File: src/rtl/cordic_arbiter.sv
// Round-robin arbiter sharing one fully pipelined CORDIC cosine unit between
// two requesters. A valid/id/tag pipeline shadows the unit's latency, so every
// result is routed back to the requester that issued it, along with its tag.
// Per-requester outstanding counters stop either side from flooding the unit.
module cordic_arbiter #(
  parameter int LATENCY = 33,
  parameter int TAG_W   = 4,
  parameter int MAX_OUT = 8
) (
  input  logic             clk,
  input  logic             reset_n,
  input  logic             req0_valid,
  output logic             req0_ready,
  input  logic [31:0]      req0_theta,
  input  logic [TAG_W-1:0] req0_tag,
  input  logic             req1_valid,
  output logic             req1_ready,
  input  logic [31:0]      req1_theta,
  input  logic [TAG_W-1:0] req1_tag,
  output logic [31:0]      cordic_theta,
  input  logic [31:0]      cordic_result,
  output logic             rsp0_valid,
  output logic [31:0]      rsp0_result,
  output logic [TAG_W-1:0] rsp0_tag,
  output logic             rsp1_valid,
  output logic [31:0]      rsp1_result,
  output logic [TAG_W-1:0] rsp1_tag,
  output logic             busy
);

  // One tracking stage per cycle between the accepting edge and the edge at
  // which the output registers sample the unit's result.
  localparam int DEPTH = LATENCY + 1;
  localparam int CNT_W = $clog2(MAX_OUT + 1);
  localparam logic [CNT_W-1:0] CNT_MAX = CNT_W'(MAX_OUT);
  localparam logic [CNT_W-1:0] CNT_ONE = CNT_W'(1);

  logic [CNT_W-1:0] out_cnt_0;
  logic [CNT_W-1:0] out_cnt_1;
  logic             last_grant;
  logic             elig_0;
  logic             elig_1;
  logic             grant_0;
  logic             grant_1;
  logic             accept;
  logic [DEPTH-1:0] trk_valid;
  logic [DEPTH-1:0] trk_id;
  logic [TAG_W-1:0] trk_tag [DEPTH];

  assign elig_0 = req0_valid && (out_cnt_0 < CNT_MAX);
  assign elig_1 = req1_valid && (out_cnt_1 < CNT_MAX);

  // Grant a lone eligible requester; on contention favour the one not granted last
  always_comb begin
    grant_0 = 1'b0;
    grant_1 = 1'b0;
    if (elig_0 && elig_1) begin
      if (last_grant) grant_0 = 1'b1;
      else            grant_1 = 1'b1;
    end else if (elig_0) begin
      grant_0 = 1'b1;
    end else if (elig_1) begin
      grant_1 = 1'b1;
    end
  end

  assign accept     = grant_0 | grant_1;
  assign req0_ready = grant_0;
  assign req1_ready = grant_1;

  // Steer the granted angle to the unit; drive zero when nothing is granted
  always_comb begin
    cordic_theta = 32'h0;
    if (grant_0)      cordic_theta = req0_theta;
    else if (grant_1) cordic_theta = req1_theta;
  end

  // Round-robin pointer moves only when a grant actually happens
  always_ff @(posedge clk or negedge reset_n) begin
    if (!reset_n)     last_grant <= 1'b1;
    else if (grant_0) last_grant <= 1'b0;
    else if (grant_1) last_grant <= 1'b1;
  end

  // Valid/id shift register mirroring the unit's pipeline
  always_ff @(posedge clk or negedge reset_n) begin
    if (!reset_n) begin
      trk_valid <= '0;
      trk_id    <= '0;
    end else begin
      trk_valid <= {trk_valid[DEPTH-2:0], accept};
      trk_id    <= {trk_id[DEPTH-2:0], grant_1};
    end
  end

  // Tag shift register travelling alongside the valid/id bits
  always_ff @(posedge clk or negedge reset_n) begin
    if (!reset_n) begin
      for (int i = 0; i < DEPTH; i++) trk_tag[i] <= '0;
    end else begin
      trk_tag[0] <= grant_1 ? req1_tag : req0_tag;
      for (int i = 1; i < DEPTH; i++) trk_tag[i] <= trk_tag[i-1];
    end
  end

  // Capture the unit's result into the owning requester's response port
  always_ff @(posedge clk or negedge reset_n) begin
    if (!reset_n) begin
      rsp0_valid  <= 1'b0;
      rsp0_result <= 32'h0;
      rsp0_tag    <= '0;
      rsp1_valid  <= 1'b0;
      rsp1_result <= 32'h0;
      rsp1_tag    <= '0;
    end else begin
      rsp0_valid <= trk_valid[DEPTH-1] && !trk_id[DEPTH-1];
      rsp1_valid <= trk_valid[DEPTH-1] &&  trk_id[DEPTH-1];
      if (trk_valid[DEPTH-1] && !trk_id[DEPTH-1]) begin
        rsp0_result <= cordic_result;
        rsp0_tag    <= trk_tag[DEPTH-1];
      end
      if (trk_valid[DEPTH-1] && trk_id[DEPTH-1]) begin
        rsp1_result <= cordic_result;
        rsp1_tag    <= trk_tag[DEPTH-1];
      end
    end
  end

  // Outstanding counters: count up on accept, down on the response pulse
  always_ff @(posedge clk or negedge reset_n) begin
    if (!reset_n) begin
      out_cnt_0 <= '0;
      out_cnt_1 <= '0;
    end else begin
      case ({grant_0, rsp0_valid})
        2'b10:   out_cnt_0 <= out_cnt_0 + CNT_ONE;
        2'b01:   out_cnt_0 <= out_cnt_0 - CNT_ONE;
        default: out_cnt_0 <= out_cnt_0;
      endcase
      case ({grant_1, rsp1_valid})
        2'b10:   out_cnt_1 <= out_cnt_1 + CNT_ONE;
        2'b01:   out_cnt_1 <= out_cnt_1 - CNT_ONE;
        default: out_cnt_1 <= out_cnt_1;
      endcase
    end
  end

  assign busy = (|trk_valid) | rsp0_valid | rsp1_valid;

endmodule

File: config.mk
export PLATFORM = sky130hd
export DESIGN_NAME = cordic_arbiter
export DESIGN_NICKNAME = d
export VERILOG_FILES = /design/src/rtl/cordic_arbiter.sv
export SDC_FILE = /design/constraint.sdc
export NUM_CORES = 1
export LEC_CHECK = 0
export BUFFER_PORTS_ARGS = -buffer_cell sky130_fd_sc_hd__clkbuf_2
export CAP_MARGIN = 20
export CORE_MARGIN = 8
export CORE_UTILIZATION = 44
export CTS_BUF_LIST = sky130_fd_sc_hd__clkbuf_4 sky130_fd_sc_hd__clkbuf_8
export CTS_CLUSTER_DIAMETER = 150
export CTS_CLUSTER_SIZE = 12
export DETAILED_ROUTE_END_ITERATION = 8
export PLACE_DENSITY = 0.8
export SLEW_MARGIN = 20
export SYNTH_ARGS = -nofsm -noshare
export SYNTH_HDL_FRONTEND = slang
export SYNTH_SLANG_ARGS = --single-unit
File: constraint.sdc
create_clock -name clk -period 5.23 [get_ports clk]
set_input_delay 1.046 -clock clk [delete_from_list [all_inputs] [get_ports clk]]
set_output_delay 1.046 -clock clk [all_outputs]
set_load 0.05 [all_outputs]
[After elaboration in Yosys (flattened, before gate mapping)]
Cells that the tools add are included.
Storage, ports and cells
  bits in registers: 287
  input bits: 108
  bits in latches: 0
  bits in writable memories: 0
  logic and storage cells: 82
  output and inout port bits: 109
  bits in read-only memories: 0
  memories: 0
Operators by class
  div/mod/pow operators: 0
  bitwise gates (word level): 3
  add/sub/neg operators: 4
  shift-type cells: 0
  $lt $le $gt $ge: 2
  multiply operators: 0
  reductions and logical operators: 10
  equal/unequal tests: 4
  mux-type cells: 14
Operators by type and width (count)
  $mux 32: 2
  $reduce_or 34->1: 1
  $pmux 4 s2: 2
  $mux 1: 9
  $add 4x1->4 const B: 2
  $lt 4x4->1 const B: 2
  $sub 4x1->4 const B: 2
  $reduce_bool 2->1: 3
  $logic_and 1x1->1: 5
  $eq 2x1->1 const B: 2
  $eq 2x2->1 const B: 2
  $mux 4: 1
  $or 1x1->1: 3
  $logic_not 1->1: 1

[Logic depth before layout (Yosys ltp)]
  depth in word-level cells: 7
  mapped depth: 12
  mapped depth without buffers: 10

[Worst setup path before layout]
OpenSTA, ideal clock, no wires.
  kind: input to output
  start: in req0_valid
  end: out cordic_theta[19]
  setup slack: 1.612 ns
  data required time: 4.184 ns
  arrival time: 2.572 ns
  buffers on the path: 1
  stages: 4
  path through: nor2b_1 -> a21oi_1 -> clkbuf_1 -> a22o_1
Between the ends
  cells in the longest elaborated chain, start to end: 5
  elaborated cells on any way between the ends: 8
  classes of those cells: 6 x mux; 2 x reduce/logical
RTL lines
  start: declaration: line 12  | input logic req0_valid,
  $logic_and 1x1->1 (*): line 50  | assign elig_0 = req0_valid && (out_cnt_0 < CNT_MAX);
  $mux 1 / $logic_and 1x1->1 (equally long branches): line 60, 57
  $mux 1 (*): line 57  | if (elig_0 && elig_1) begin
  named net req1_ready: line 17  | output logic req1_ready,
  $mux 32 (*): line 75  | else if (grant_1) cordic_theta = req1_theta;
  $mux 32 (*): line 74  | if (grant_0) cordic_theta = req0_theta;
  end: declaration: line 20  | output logic [31:0] cordic_theta,
Mark *: on every way through the listed nets, which the timed path passes. The rest lies on a longest branch.

[Final worst setup path]
  start: in req0_valid
  end: out cordic_theta[7]
Between the ends
  cells in the longest elaborated chain, start to end: 5
  elaborated cells on any way between the ends: 8
  classes of those cells: 6 x mux; 2 x reduce/logical
RTL lines (line)
  $logic_and 1x1->1 (*): 50
  $mux 1 / $logic_and 1x1->1 (equally long branches): 60, 57
  $mux 1: 57
  $mux 32: 75
  $mux 32 (*): 74
Every way passes the cells marked *; elsewhere a longest branch is shown, timed or not.

==> out/metrics.csv <==
stage,metric,value,unit
clock_network,H-tree lvl count,1,
route,Routed wire per std cell,16.88,microns
finish,number of nets in the layout,821,
synth,Ys Warns,0,
finish,most frequent cells in the layout,"dfrtp_1, clkbuf_2, mux2_1",
floorplan,Starting Density,44.19,%
global_route,initial antenna violation count,0,
finish,"commonest non-fill, non-tap cell in the layout",dfrtp_1,
synth,count of different cell masters after synthesis,27,
clock_network,TritonCTS clock tree,yes,
synth,Post-Synthesis Cell Area,8826,sq um
power_and_ir_drop,Seq pwr share,46.8,%
power_and_ir_drop,Power Dens Cells,649.6,nW/um^2
clock_network,CTS max path bufs,3,
power_and_ir_drop,Sw Pwr,0.002848,W
clock_network,Post-CTS Hold Fix Bufs,0,
floorplan,Chip Width,157.6,microns
timing,Hold Fails Final Rpt,0,
clock_network,total CTS buffers,27,
timing,minimum clock period,3.387,ns
finish,Final Non-Filler Cells,986,
route,Final ANT Viol Nets,0,
route,Routed WL,16640,microns
floorplan,row count,52,
place,placed insts,947,
synth,syn avg cell area,18.78,sq um
finish,share of cells above drive strength 1,37.43,%
finish,antenna diode instance count,0,
timing,final count of negative-setup-slack endpoints,0,
clock_network,post-CTS resize count,0,
critical_path,Critical Path Sink Type,output pin,
timing,TNS Setup,0,ns
synth,Mapped Nets,584,
critical_path,"reg-to-reg slack, setup",2.72,ns
route,via count,4637,
critical_path,Worst setup SP type,primary input,
floorplan,die height,157.6,microns
critical_path,Worst Setup SP,req0_valid,
clock_network,clock slew at reported path FFs,0.08,ns
job,maxcap violations,0,
global_route,largest net degree at the start of global routing,153,
floorplan,Die Area,24850,sq um
timing,Slew @ Worst Pin,0.8125,ns
global_route,GR Overflow Total,0,
power_and_ir_drop,Comb pwr share,36.1,%
critical_path,WP data required,4.18,ns
timing,Fin Hold WS,0.3424,ns
timing,Layout Skew,0.01463,ns
critical_path,kind of critical path,in2out,
power_and_ir_drop,P_leak,5.182,nW
timing,Final period util,64.75,%
power_and_ir_drop,Internal Power,0.004123,W
critical_path,reg2reg start,out_cnt_0[3],
critical_path,R2R depth,11,
critical_path,CP Data Arrival Time,2.34,ns
timing,max-slew violation count,0,
critical_path,worst reg2reg path endpoint,out_cnt_0[2],
floorplan,core footprint,19970,sq um
power_and_ir_drop,Clock Power Share,17.1,%
global_route,number of global-route vias before repair,5301,
power_and_ir_drop,sw frac,40.86,%
clock_network,root buffer cell,clkbuf_8,
timing,RSZ-0062 raised after global routing,no,
synth,sequential-to-total area share from yosys stat,81.39,%
worst_hold_path,Tightest Hold Check Type,reg2reg,
route,Remaining DRCs,0,
global_route,first-pass GRT wire length,26900,microns
synth,count of state elements after synthesis,287,
finish,Layout area overhead,21.59,%
place,Port Buf Inserts,216,
place,dpl hpwl,11800,microns
synth,Cells after Synth,470,
timing,fmax,295.3,MHz
critical_path,CP Max Fanout,34,
timing,Slew Limit Headroom,45.70,%
route,starting DRC count in detailed routing,108,
clock_network,worst skew pair latency,0.53,ns
status,status,completed,
clock_network,number of post-CTS setup repair buffers,0,
clock_network,Sink Count,287,
critical_path,crit path capture,cordic_theta[7],
route,DR pass1 iterations,4,
route,routed vias/inst,4.703,
place,GPL Wtd Cong,1.037,
power_and_ir_drop,VDD IR max,0.0003143,V
floorplan,io pins,217,
global_route,gr usage total,13.71,%
finish,Fillers,1613,
critical path, cell delays in order:
cell and delay [ns]:
clkbuf_2 0.07, nor2b_1 0.24, o21a_1 0.16, buf_4 0.31, a22o_1 0.21, clkbuf_2 0.28
cell usage after synthesis:
| master | instances | area (sq um) |
|---|---|---|
| and3b_1 | 1 | 8.760 |
| o21ai_1 | 1 | 5.000 |
| a31oi_1 | 1 | 6.260 |
| ha_1 | 6 | 75.07 |
| or3_2 | 1 | 7.510 |
| buf_2 | 14 | 70.07 |
| a21oi_1 | 4 | 20.02 |
| dfrtp_1 | 286 | 7157 |
| nand2b_1 | 3 | 18.77 |
| xnor2_1 | 2 | 17.52 |
| nand2_1 | 3 | 11.26 |
| o21ai_0 | 2 | 10.01 |
| nor2_1 | 3 | 11.26 |
| nand3b_1 | 2 | 15.01 |
| dfstp_2 | 1 | 26.28 |
| mux2_1 | 78 | 878.3 |
| nor2b_1 | 3 | 18.77 |
| xor2_1 | 8 | 70.07 |
| nand4_1 | 2 | 12.51 |
| mux2i_1 | 1 | 10.01 |
| o21a_1 | 1 | 7.510 |
| clkbuf_1 | 1 | 3.750 |
| or4b_1 | 1 | 10.01 |
| inv_2 | 3 | 11.26 |
| a22o_1 | 32 | 280.3 |
| nor4_1 | 9 | 56.30 |
| nor3b_1 | 1 | 7.510 |
cells by family after synthesis:
logic type / after synthesis / synth area share (%)
flip-flops: 287 / 81.39
AO/OA/AOI/OAI: 41 / 3.728
buffers and inverters: 18 / 0.9640
multiplexers: 79 / 10.07
XOR/XNOR: 10 / 0.9924
AND/OR/NAND/NOR: 29 / 2.013
adder cells (fa/ha/maj): 6 / 0.8506
power by group through the flow:
stage | sequential (W) | combinational [W] | clock, W
2_1_floorplan | 0.00424 | 0.000892 | 0
5_1_grt | 0.00337 | 0.00266 | 0.00133
3_3_place_gp | 0.00328 | 0.00250 | 0
6_report | 0.00327 | 0.00252 | 0.00119
4_1_cts | 0.00328 | 0.00255 | 0.00125
3_5_place_dp | 0.00331 | 0.00254 | 0
registers in the layout (all words and copies together) (netlist names):
signal / flops
trk_tag: 136
last_grant: 1
rsp0_result: 32
out_cnt_0: 4
out_cnt_1: 4
rsp1_tag: 4
rsp1_result: 32
trk_valid: 34
rsp0_tag: 4
rsp0_valid: 1
rsp1_valid: 1
trk_id: 34
worst min path at each step:
stage | start | endpoint | slack (ns) | cells past startpoint
after global placement | trk_tag[79] | trk_tag[75] | 0.33 | 0
after floorplan | trk_id[9] | trk_id[10] | 0.33 | 0
after global routing | trk_tag[96] | trk_tag[92] | 0.36 | 0
after detailed placement | trk_id[22] | trk_id[23] | 0.33 | 0
final | trk_tag[112] | trk_tag[108] | 0.34 | 0
after CTS | trk_tag[112] | trk_tag[108] | 0.35 | 0
layout make-up:
| class | instances | area [sq um] | area share, % |
|---|---|---|---|
| multi-input cells | 165 | 1569 | 14.62 |
| inverters | 3 | 11.26 | 0.1049 |
| clock buffers | 38 | 454.2 | 4.232 |
| well taps | 270 | 337.8 | 3.148 |
| repair buffers | 223 | 1176 | 10.96 |
| flip-flops and latches | 287 | 7183 | 66.94 |
through the flow:
stage,util (%),setup WS [ns],power (W),area [sq um]
after floorplan,-,1.612,0.005136,8826
after global placement,51.32,1.886,0.005782,10250
after detailed placement,51.32,1.832,0.005850,10250
after CTS,53.59,1.828,0.007075,10700
after global routing,53.73,1.682,0.007358,10730
final,53.73,1.843,0.006971,10730
routing by layer:
| layer | vias up | share of wire [%] | GRT usage, % |
|---|---|---|---|
| met5 | - | 0 | 0 |
| met4 | 0 | 4.7 | 6.709 |
| met3 | 38 | 10 | 4.696 |
| met2 | 231 | 44 | 21.03 |
| met1 | 2278 | 41 | 17.18 |
| li1 | 2090 | - | - |
No activity file was read; power rests on OpenSTA's default activity.
